[config.mk]
export PLATFORM = sky130hd
export DESIGN_NAME = bin_to_bcd_seq
export DESIGN_NICKNAME = d
export VERILOG_FILES = /design/src/rtl/bin_to_bcd_seq.sv
export SDC_FILE = /design/constraint.sdc
export NUM_CORES = 1
export LEC_CHECK = 0
export ABC_AREA = 1
export ABC_CLOCK_PERIOD_IN_PS = 5800
export BUFFER_PORTS_ARGS = -buffer_cell sky130_fd_sc_hd__buf_4
export CAP_MARGIN = 5
export CORE_AREA = 2 2 79 111
export DETAILED_ROUTE_END_ITERATION = 7
export DIE_AREA = 0 0 81 113
export GPL_ROUTABILITY_DRIVEN = 0
export PLACE_DENSITY = 0.81
export SKIP_CTS_REPAIR_TIMING = 1
export SLEW_MARGIN = 20
export SYNTH_ARGS = -nofsm -noshare
export SYNTH_HDL_FRONTEND = slang
export SYNTH_SLANG_ARGS = --single-unit
[constraint.sdc]
create_clock -name clk -period 5.8 [get_ports clk]
set_input_delay 1.74 -clock clk [delete_from_list [all_inputs] [get_ports clk]]
set_output_delay 1.74 -clock clk [all_outputs]
set_load 0.02 [all_outputs]
[src/rtl/bin_to_bcd_seq.sv]
// Sequential double-dabble converter: binary (optionally two's complement) to six packed BCD digits.
// The magnitude is clamped to 999999, so 20 shift iterations always suffice regardless of BIN_W.
module bin_to_bcd_seq #(
    parameter int BIN_W  = 24,
    parameter bit SIGNED = 1'b1
) (
    input  logic             clk,
    input  logic             rst,
    input  logic             start,
    input  logic [BIN_W-1:0] bin,
    output logic             busy,
    output logic             valid,
    output logic [23:0]      bcd,
    output logic             neg,
    output logic             ovf
);

    localparam int DIG_W = 24;
    localparam int VAL_W = 20;
    localparam int SR_W  = DIG_W + VAL_W;

    localparam logic [BIN_W:0]   MAX_MAG = (BIN_W+1)'(999999);
    localparam logic [VAL_W-1:0] MAX_VAL = 20'd999999;
    localparam logic [4:0]       ITERS   = 5'd20;

    typedef enum logic [1:0] {
        IDLE,
        SHIFT,
        DONE
    } state_t;

    state_t            state;
    logic [SR_W-1:0]   sr;
    logic [SR_W-1:0]   sr_next;
    logic [4:0]        cnt;
    logic              neg_cap;
    logic              ovf_cap;

    logic              in_neg;
    logic [BIN_W:0]    in_mag;
    logic              in_ovf;
    logic [VAL_W-1:0]  in_val;

    // One extra bit keeps the magnitude of the most negative input representable.
    always_comb begin
        in_neg = SIGNED && bin[BIN_W-1];
        in_mag = in_neg ? -{1'b1, bin} : {1'b0, bin};
        in_ovf = in_mag > MAX_MAG;
        in_val = in_ovf ? MAX_VAL : in_mag[VAL_W-1:0];
    end

    // NOTE: assigning a full default before the conditional updates keeps this purely combinational (no latch).
    always_comb begin
        logic [SR_W-1:0] adj;
        adj = sr;
        for (int i = 0; i < 6; i++) begin
            if (sr[VAL_W + 4*i +: 4] >= 4'd5) begin
                adj[VAL_W + 4*i +: 4] = sr[VAL_W + 4*i +: 4] + 4'd3;
            end
        end
        sr_next = {adj[SR_W-2:0], 1'b0};
    end

    // NOTE: all state uses non-blocking assignments so every register samples pre-edge values.
    always_ff @(posedge clk or posedge rst) begin
        if (rst) begin
            state   <= IDLE;
            sr      <= '0;
            cnt     <= '0;
            neg_cap <= 1'b0;
            ovf_cap <= 1'b0;
            busy    <= 1'b0;
            valid   <= 1'b0;
            bcd     <= '0;
            neg     <= 1'b0;
            ovf     <= 1'b0;
        end else begin
            valid <= 1'b0;
            case (state)
                IDLE: begin
                    if (start) begin
                        sr      <= {{DIG_W{1'b0}}, in_val};
                        cnt     <= ITERS;
                        neg_cap <= in_neg;
                        ovf_cap <= in_ovf;
                        busy    <= 1'b1;
                        state   <= SHIFT;
                    end
                end
                SHIFT: begin
                    sr  <= sr_next;
                    cnt <= cnt - 5'd1;
                    if (cnt == 5'd1) begin
                        state <= DONE;
                    end
                end
                DONE: begin
                    bcd   <= sr[SR_W-1:VAL_W];
                    neg   <= neg_cap;
                    ovf   <= ovf_cap;
                    valid <= 1'b1;
                    busy  <= 1'b0;
                    state <= IDLE;
                end
                default: state <= IDLE;
            endcase
        end
    end

endmodule
# [Word-level counts from Yosys, hierarchy flattened]
# Index checks and enable logic that the tools add are counted.
[totals] wordCells=55 output_inout_bits=28 register_bits=81 in_bits=27
[op_classes] n_mux=18 n_lt_le_gt_ge=7 add_sub_neg=8 n_reduce_logical=7 n_eq_ne=5
[ops] operator="$pmux 44 s2" count=1
[ops] operator="$mux 44" count=1
[ops] operator="$gt 25x20->1 const B" count=1
[ops] operator="$mux 25" count=1
[ops] operator="$neg 25->25" count=1
[ops] operator="$ge 4x3->1 const B" count=6
[ops] operator="$add 4x2->4 const B" count=5
[ops] operator="$mux 20" count=1
[ops] operator="$mux 4" count=5
[ops] operator="$pmux 5 s2" count=1
[ops] operator="$reduce_and 2->1" count=4
[ops] operator="$eq 5x1->1 const B" count=1
[ops] operator="$mux 5" count=1
[ops] operator="$sub 5x1->5 const B" count=1
[ops] operator="$mux 2" count=2
[ops] operator="$ne 2x2->1 const B" count=2
[ops] operator="$pmux 2 s2" count=1
[ops] operator="$reduce_bool 2->1" count=2
[ops] operator="$add 3x2->3 const B" count=1
[ops] operator="$mux 3" count=1
[ops] operator="$eq 2x1->1 const B" count=1
[ops] operator="$eq 2x2->1 const B" count=1
[ops] operator="$logic_not 2->1" count=1
[ops] operator="$mux 1" count=2
[ops] operator="$pmux 1 s2" count=1

# [Logic depth before layout (Yosys ltp)]
# Gate-level depths: netlist of run 1.
[depth] depth_word=6 mapped_depth=19 mapped_depth_nobuf=18

# [Worst setup path after synthesis of run 1]
# No wires, ideal clock.
[synth_path] path_kind="input -> register" startpoint="input bin[0]" endpoint="register sr[19]" t_arrival_ps=3202 slack_ps=2481 t_required_ps=5683 setup_time_ps=117 cell_stages=16 n_path_buf=1 cell_sequence="inv_2 -> ha_1 -> nand3_2 -> inv_2 -> nand2_2 -> nor2_4 -> nand2_1 -> nand2_1 -> o211ai_1 -> nand2_1 -> nand2_1 -> nor3_4 -> buf_6 -> nand3_1 -> nand2_1 -> nand2_1"
[synth_via] elab_chain_cells=6
[synth_rtl] item="start: declaration" line_no="10" text="input logic [BIN_W-1:0] bin,"
[synth_rtl] item="$neg 25->25" line_no="47" text="in_mag = in_neg ? -{1'b1, bin} : {1'b0, bin};"
[synth_rtl] item="$mux 25 (*)" line_no="47"
[synth_rtl] item="$gt 25x20->1" line_no="48" text="in_ovf = in_mag > MAX_MAG;"
[synth_rtl] item="$mux 20 (*)" line_no="49" text="in_val = in_ovf ? MAX_VAL : in_mag[VAL_W-1:0];"
[synth_rtl] item="$mux 44 (*)" line_no="81" text="if (start) begin"
[synth_rtl] item="$pmux 44 s2 (*)" line_no="79" text="case (state)"
[synth_rtl] item="end signal: assignment" line_no="82" text="sr <= {{DIG_W{1'b0}}, in_val};"
[synth_rtl] item="end signal: assignment" line_no="91" text="sr <= sr_next;"
[synth_rtl] item="end: declaration" line_no="33" text="logic [SR_W-1:0] sr;"
# Every way passes the cells marked *; elsewhere a longest branch is shown, timed or not. The select of a mux whose other input is x is not followed.
# A chain may end at the register's enable or synchronous reset.

# [Worst setup path after layout of run 1]
[layout_path] startpoint="input bin[0]" endpoint="register sr[0]"
# The elaborated chain is that of the path after synthesis.

==> results.py, run 1 <==
metrics = {
    "run_status": {
        "status": "finished, final reports clean",
    },
    "critical_path": {
        "end_kind": "register",
        "worst-r2r-cell-count": 7,
        "r2r-end": "sr[26]",
        "path_class": "in2reg",
        "cp_max_fo": 21,
        "reg2reg_from": "state[0]",
        "worstPathArrival_ns": 4.01,
        "crit_path_start_kind": "input pin",
        "worstPathRequired_ns": 6.02,
        "regToRegSetupSlack_ns": 3.86,
    },
    "clock_network": {
        "numCtsBuffers": 9,
        "h-tree-depth": 3,
        "cts_sinks": 81,
        "clock_latency_ns": 0.33,
        "clk_pin_slew_ns": 0.05,
        "root_buffer": "clkbuf_16",
        "tritoncts": "done",
        "clockBufferDepth": 2,
    },
    "logic_synthesis": {
        "syn_inst": 631,
        "ys_ff_latch": 81,
        "yosys_warnings": 0,
        "synthesis.area_um2": 4740,
        "synth_edf_count": 0,
        "synth.yosys.seq_area_share_pct": 42.7,
        "synth_cell_types": 33,
        "syn_nets": 673,
        "syn_area_per_cell_um2": 7.52,
        "ys.flop_type": "dfrtp_1",
        "ys_async_sr_fraction_pct": 100,
    },
    "global_routing": {
        "grt_pass1_wl_um": 18400,
        "grt_pass1_vias": 4240,
        "antenna_found_initial": 0,
        "gr-usage-all-layers_pct": 25.3,
        "grt.overflow.total": 0,
        "grt_max_degree": 53,
    },
    "placed_design": {
        "placed_cells": 768,
        "detailed_place_hpwl_um": 7230,
        "io_buffer_count": 54,
        "placed_cell_area_um2": 5190,
    },
    "sta": {
        "fmax_ghz": 0.264,
        "rsz0062_at_grt": "no",
        "min_period_over_period_pct": 65.2,
        "tightest_slew_ns": 0.956,
        "finalCriticalPeriod_ns": 3.78,
        "slew_violations": 0,
        "finClkSkew_ns": 0.00497,
        "final-hold-violation-count": 0,
        "slew_headroom_pct": 36.1,
        "setup_viol": 0,
        "fin_tns_setup_ns": 0,
    },
    "layout": {
        "instances_no_fill": 781,
        "antenna_cells": 0,
        "final_cell_area_um2": 5460,
        "area_delta_synth_final_pct": 15.2,
        "final_core_util_pct": 67.5,
        "fillers": 678,
        "fin_nets": 719,
        "drive_above_1_share_pct": 15.8,
    },
    "floorplan": {
        "die_w_um": 81,
        "ios": 55,
        "coreArea_um2": 8100,
        "fp.dieArea_um2": 9150,
        "rows": 39,
        "die_h_um": 113,
        "start_util_pct": 58.6,
    },
    "power": {
        "peakVddDrop_mv": 0.237,
        "p_leak_nw": 2.76,
        "p_per_area_nw_per_um2": 487,
    },
    "flow_run": {
        "drv_cap": 0,
    },
    "route": {
        "drtIter0Drc": 196,
        "antenna_left": 0,
        "drt-total-wl_um": 10500,
        "drtPass1Iterations": 5,
        "via_per_inst": 5.48,
        "drc": 0,
        "avgRoutedWirePerCell_um": 13.4,
        "vias": 4282,
    },
    "hold_path": {
        "holdCritPathClass": "reg2reg",
        "hold_path_startpoint": "state[0]",
        "min_to": "valid",
        "timing.hold.worst_path_depth": 1,
    },
}
==> kinds of logic (layout without fill, tap and decap cells) <==
logic type               count (synthesis)  count (layout)  share of synthesized area, %
AO/OA/AOI/OAI                          103             103                          12.2
adder cells (fa/ha/maj)                 15              15                          3.96
AND/OR/NAND/NOR                        324             324                          30.9
buffers and inverters                   99             147                          8.60
flip-flops                              81              81                          42.7
XOR/XNOR                                 9               9                          1.66
==> sequential cells by signal (all words and copies together), names as in the netlist <==
signal / cells
neg_cap: 1
state: 2
ovf: 1
ovf_cap: 1
bcd: 24
sr: 44
neg: 1
cnt: 5
valid: 1
busy: 1
==> cell usage after synthesis (all sizes together), types with 9 or more instances <==
| master | instances | area [µm²] |
|---|---|---|
| dfrtp | 81 | 2030 |
| nand4 | 11 | 68.8 |
| ha | 15 | 188 |
| buf | 9 | 70.1 |
| nand2 | 180 | 691 |
| nand3 | 44 | 285 |
| o21ai | 69 | 345 |
| clkbuf | 15 | 56.3 |
| inv | 74 | 278 |
| nor2 | 74 | 308 |
==> stage by stage <==
step           setup slack, ns  power [mW]  hold slack [ns]
2_1_floorplan             1.98        1.79            0.447
3_3_place_gp              1.76        2.05            0.460
3_5_place_dp              1.71        2.13            0.467
4_1_cts                   2.07        2.66            0.477
5_1_grt                   1.72        2.88            0.502
6_report                  2.02        2.66            0.475
==> cell type report <==
class	instances	area, µm²	share of cell area [%]
multi-input combinational	451	2310	42.3
sequential	81	2030	37.1
timing repair buffer	59	443	8.11
inverter	75	283	5.18
clock buffer	13	270	4.95
tap	102	128	2.34
==> cells in the final DEF, fill, tap and decap left out, types with 4 or more instances in the layout <==
master / synthesis / layout
ha_1: 15 / 15
o211ai_1: 4 / 4
nand4_1: 11 / 11
nand3b_1: 8 / 8
nand3_1: 31 / 31
a22oi_1: 8 / 8
xor2_1: 8 / 8
dfrtp_1: 81 / 81
clkbuf_16: 0 / 9
nor2_2: 3 / 5
nand3_2: 13 / 13
nand2_1: 174 / 174
inv_2: 7 / 7
o21ai_0: 66 / 66
a21oi_1: 6 / 6
o22ai_1: 8 / 8
nand2_2: 6 / 6
inv_1: 67 / 66
o32ai_1: 5 / 5
nor2_1: 68 / 66
buf_4: 3 / 59
==> critical path, cell delays in order <==
cell and delay, ns:
buf_4 0.11, inv_2 0.08, ha_1 0.19, nand3_2 0.09, inv_2 0.08, nand2_2 0.08
nor2_4 0.09, nand2_1 0.07, nand2_1 0.09, o211ai_1 0.09, nand2_1 0.09, nand2_1 0.09
nor3_4 0.79, nand3_1 0.17, nand2_1 0.10, nand2_1 0.05
==> routing by layer <==
| layer | GRT usage (%) | up-vias | part of all wire [%] |
|---|---|---|---|
| met5 | 0 | - | 0 |
| met4 | 10.3 | 0 | 1.7 |
| met3 | 5.02 | 13 | 3.6 |
| met2 | 44.5 | 102 | 53 |
| met1 | 29.6 | 2037 | 42 |
| li1 | - | 2130 | - |
==> worst max path at each step <==
stage	end	slack, ns	depth (start not counted)	startpoint
finish	sr[0]	2.02	16	bin[0]
global route	sr[0]	1.72	16	bin[0]
CTS	sr[2]	2.07	16	bin[0]
detailed placement	sr[0]	1.71	16	bin[0]
global placement	sr[0]	1.76	16	bin[0]
floorplan	bcd[0]	1.98	1	rst
==> power by group <==
| group | total, mW | switching (mW) | internal [mW] |
|---|---|---|---|
| clock network | 0.515 | 0.197 | 0.317 |
| logic | 1.19 | 0.761 | 0.433 |
| registers | 0.950 | 0.138 | 0.812 |
Power figures use the tool's default switching activity.
==> run 2: changes to the inputs <==
--- a/config.mk
+++ b/config.mk
@@ -5,15 +5,15 @@
 export SDC_FILE = /design/constraint.sdc
 export NUM_CORES = 1
 export LEC_CHECK = 0
-export ABC_AREA = 1
-export ABC_CLOCK_PERIOD_IN_PS = 5800
+export ABC_AREA = 0
+export ABC_CLOCK_PERIOD_IN_PS = 3300
 export BUFFER_PORTS_ARGS = -buffer_cell sky130_fd_sc_hd__buf_4
 export CAP_MARGIN = 5
-export CORE_AREA = 2 2 79 111
+export CORE_AREA = 2 2 84 118
 export DETAILED_ROUTE_END_ITERATION = 7
-export DIE_AREA = 0 0 81 113
+export DIE_AREA = 0 0 86 120
 export GPL_ROUTABILITY_DRIVEN = 0
-export PLACE_DENSITY = 0.81
+export PLACE_DENSITY = 0.76
 export SKIP_CTS_REPAIR_TIMING = 1
 export SLEW_MARGIN = 20
 export SYNTH_ARGS = -nofsm -noshare
==> constraint.sdc (replaced) <==
create_clock -name clk -period 3.3 [get_ports clk]
set_input_delay 0.99 -clock clk [delete_from_list [all_inputs] [get_ports clk]]
set_output_delay 0.99 -clock clk [all_outputs]
set_load 0.02 [all_outputs]
==> run 2 against run 1 <==
Clock power is 91% higher. Area after synthesis increased by 0.61%. Sequential share of layout area down 3.2 points. Combinational power increased by 62%. Sequential cell count stayed put. First-iteration DRC count shrank 11%. Global-route usage is 2.9 points lower. Die area up 13%. Non-clock buffer count grew 63. Critical endpoint is now sr[10].
==> results.py, run 2 <==
metrics = {
    "run_status": {
        "status": "finished, final reports clean",
    },
    "layout": {
        "antenna_cells": 0,
        "fillers": 743,
        "final_common_cell": "buf_4",
        "area_delta_synth_final_pct": 25.2,
        "seq_area_um2": 2030,
        "multi_input_area_um2": 2500,
        "final_core_util_pct": 64.2,
        "largest_reg_flops": 44,
        "fin_nets": 619,
        "drive_above_1_share_pct": 32.2,
        "reg_top3": "sr x44, bcd x24, cnt x5",
        "instances_no_fill": 691,
        "largest-register": "sr",
        "final_cell_mix": "buf_4 (121), dfrtp_1 (81), o21ai_0 (30)",
    },
    "route": {
        "drt-total-wl_um": 10800,
        "drtIter0Drc": 174,
        "avgRoutedWirePerCell_um": 15.7,
        "antenna_left": 0,
        "drtPass1Iterations": 4,
        "drc": 0,
        "via_per_inst": 5.96,
        "vias": 4115,
    },
    "power": {
        "power_frac_comb_pct": 41.6,
        "p_per_area_nw_per_um2": 777,
        "p_leak_nw": 2.64,
        "swShare_pct": 36.8,
        "peakVddDrop_mv": 0.320,
        "clkPwrFrac_pct": 21.2,
        "p_total_mw": 4.64,
        "internal_power_mw": 2.93,
        "netSwitchingPower_mw": 1.71,
        "power_frac_seq_pct": 37.3,
    },
    "global_routing": {
        "grt.overflow.total": 0,
        "grt_pass1_vias": 4121,
        "antenna_found_initial": 0,
        "gr-usage-all-layers_pct": 22.3,
        "grt_pass1_wl_um": 18300,
        "grt_max_degree": 46,
    },
    "logic_synthesis": {
        "synth_common_cells": "dfrtp_1 (81), o21ai_0 (31), nor2_1 (27)",
        "ys_async_sr_fraction_pct": 100,
        "synthMuxAreaShare_pct": 6.35,
        "yosysTopAreaCellShare_pct": 42.5,
        "syn_nets": 515,
        "synth_edf_count": 0,
        "yosys.area.top_type": "dfrtp_1",
        "synthAdderAreaFrac_pct": 3.93,
        "synth.yosys.seq_area_share_pct": 42.5,
        "syn_inst": 473,
        "synth_top_family_by_area": "compound AO/OA/AOI/OAI gates",
        "synthesis.area_um2": 4770,
        "synth_simple_gate_area_share_pct": 14.8,
        "synth_compound_area_share_pct": 21.1,
        "ys_ff_latch": 81,
        "synth_cell_types": 63,
        "yosys-top-cells-area": "dfrtp_1 (42%), mux2_2 (6.1%), ha_1 (3.9%)",
        "syn_area_per_cell_um2": 10.1,
        "synth.most_common_cell": "dfrtp_1",
        "ys.flop_type": "dfrtp_1",
        "yosys.area_share.xor_xnor_pct": 4.96,
        "yosys_warnings": 0,
    },
    "critical_path": {
        "cp-startpoint": "bin[0]",
        "crit_path_start_kind": "input pin",
        "worstPathArrival_ns": 3.50,
        "worstPathRequired_ns": 3.54,
        "cp_max_fo": 9,
        "reg2reg_from": "state[1]",
        "path_class": "in2reg",
        "end_kind": "register",
    },
    "clock_network": {
        "clk_pin_slew_ns": 0.05,
        "root_buffer": "clkbuf_16",
        "tritoncts": "done",
        "cts_sinks": 81,
        "h-tree-depth": 3,
        "clock_latency_ns": 0.34,
        "clockBufferDepth": 2,
        "numCtsBuffers": 9,
    },
    "hold_path": {
        "hold_path_startpoint": "neg_cap",
        "holdCritPathClass": "reg2reg",
    },
    "floorplan": {
        "ios": 55,
        "die_w_um": 86,
        "rows": 42,
        "start_util_pct": 51.3,
        "fp.dieArea_um2": 10300,
        "die_h_um": 120,
        "coreArea_um2": 9300,
    },
    "sta": {
        "fmax_ghz": 0.307,
        "finalCriticalPeriod_ns": 3.25,
        "fin_tns_setup_ns": 0,
        "finClkSkew_ns": 0.00551,
        "slew_headroom_pct": 55.3,
        "slew_violations": 0,
        "rsz0062_at_grt": "yes",
        "tightest_slew_ns": 0.670,
        "min_period_over_period_pct": 98.6,
        "setup_viol": 0,
        "final-hold-violation-count": 0,
    },
    "placed_design": {
        "detailed_place_hpwl_um": 8220,
        "io_buffer_count": 54,
        "placed_cells": 676,
    },
    "flow_run": {
        "drv_cap": 0,
    },
}
==> run 2: changes by cell type after synthesis, moves of 9 or more <==
cell,delta
xnor2_1,+15
o31ai_1,+14
o21ai_0,-35
nand3_2,-13
nand3_1,-19
mux2_2,+26
clkbuf_8,+9
a21oi_1,+15
nor2_1,-41
nand2b_1,+9
inv_1,-47
nand2_1,-151
==> run 2: cells by family after synthesis <==
kind of cell,after synthesis
adder cells (fa/ha/maj),15
AO/OA/AOI/OAI,145
AND/OR/NAND/NOR,128
XOR/XNOR,27
multiplexers,27
flip-flops,81
buffers and inverters,50
==> run 2: cell type report <==
cell class              instances  area share (%)
multi-input cells             342            41.9
flip-flops and latches         81            33.9
repair buffers                122            15.5
clock buffers                  12            4.29
well taps                     110            2.30
inverters                      21            1.34
clock inverters                 3           0.670
==> run 2: metal layers <==
metal | GRT usage [%] | share of wire, % | vias up
met2 | 39.6 | 53 | 114
met1 | 24.2 | 39 | 1998
met3 | 4.26 | 4.1 | 33
met5 | 0 | 0 | -
li1 | - | - | 1970
met4 | 13.1 | 4.3 | 0
==> run 2: final timing paths <==
kind / end / slack [ns] / cells past startpoint
worst max-delay path: sr[10] / 0.05 / 8
worst min-delay path: neg_cap / 0.48 / 2
worst max register to register: sr[39] / 1.50 / 4
worst min register to register: neg_cap / 0.48 / 2
max in group asynchronous: bcd[18] / 1.95 / 3
min in group asynchronous: sr[27] / 0.71 / 2
==> run 2: critical path: stages <==
cell	delay, ns
buf_4	0.12
or4_4	0.58
or4_4	0.58
o21ai_1	0.15
a22oi_1	0.10
or4b_1	0.54
and3_4	0.23
o31ai_1	0.22
==> run 2: power by group through the flow <==
stage | Combinational [mW] | Sequential, mW | Clock [mW]
global placement | 1.83 | 1.72 | 0
global route | 2.14 | 1.79 | 1.05
finish | 1.93 | 1.73 | 0.982
CTS | 1.93 | 1.73 | 1.01
detailed placement | 1.92 | 1.74 | 0
floorplan | 1.24 | 1.82 | 0
==> run 2: stage by stage <==
step                worst slack (ns)  instance area [µm²]  hold slack, ns
floorplan                     -0.243                 4780           0.444
global placement              -0.319                 5610           0.459
detailed placement            -0.385                 5610           0.477
CTS                          -0.0375                 5910           0.490
global route                 -0.0520                 5970           0.507
finish                        0.0460                 5970           0.477
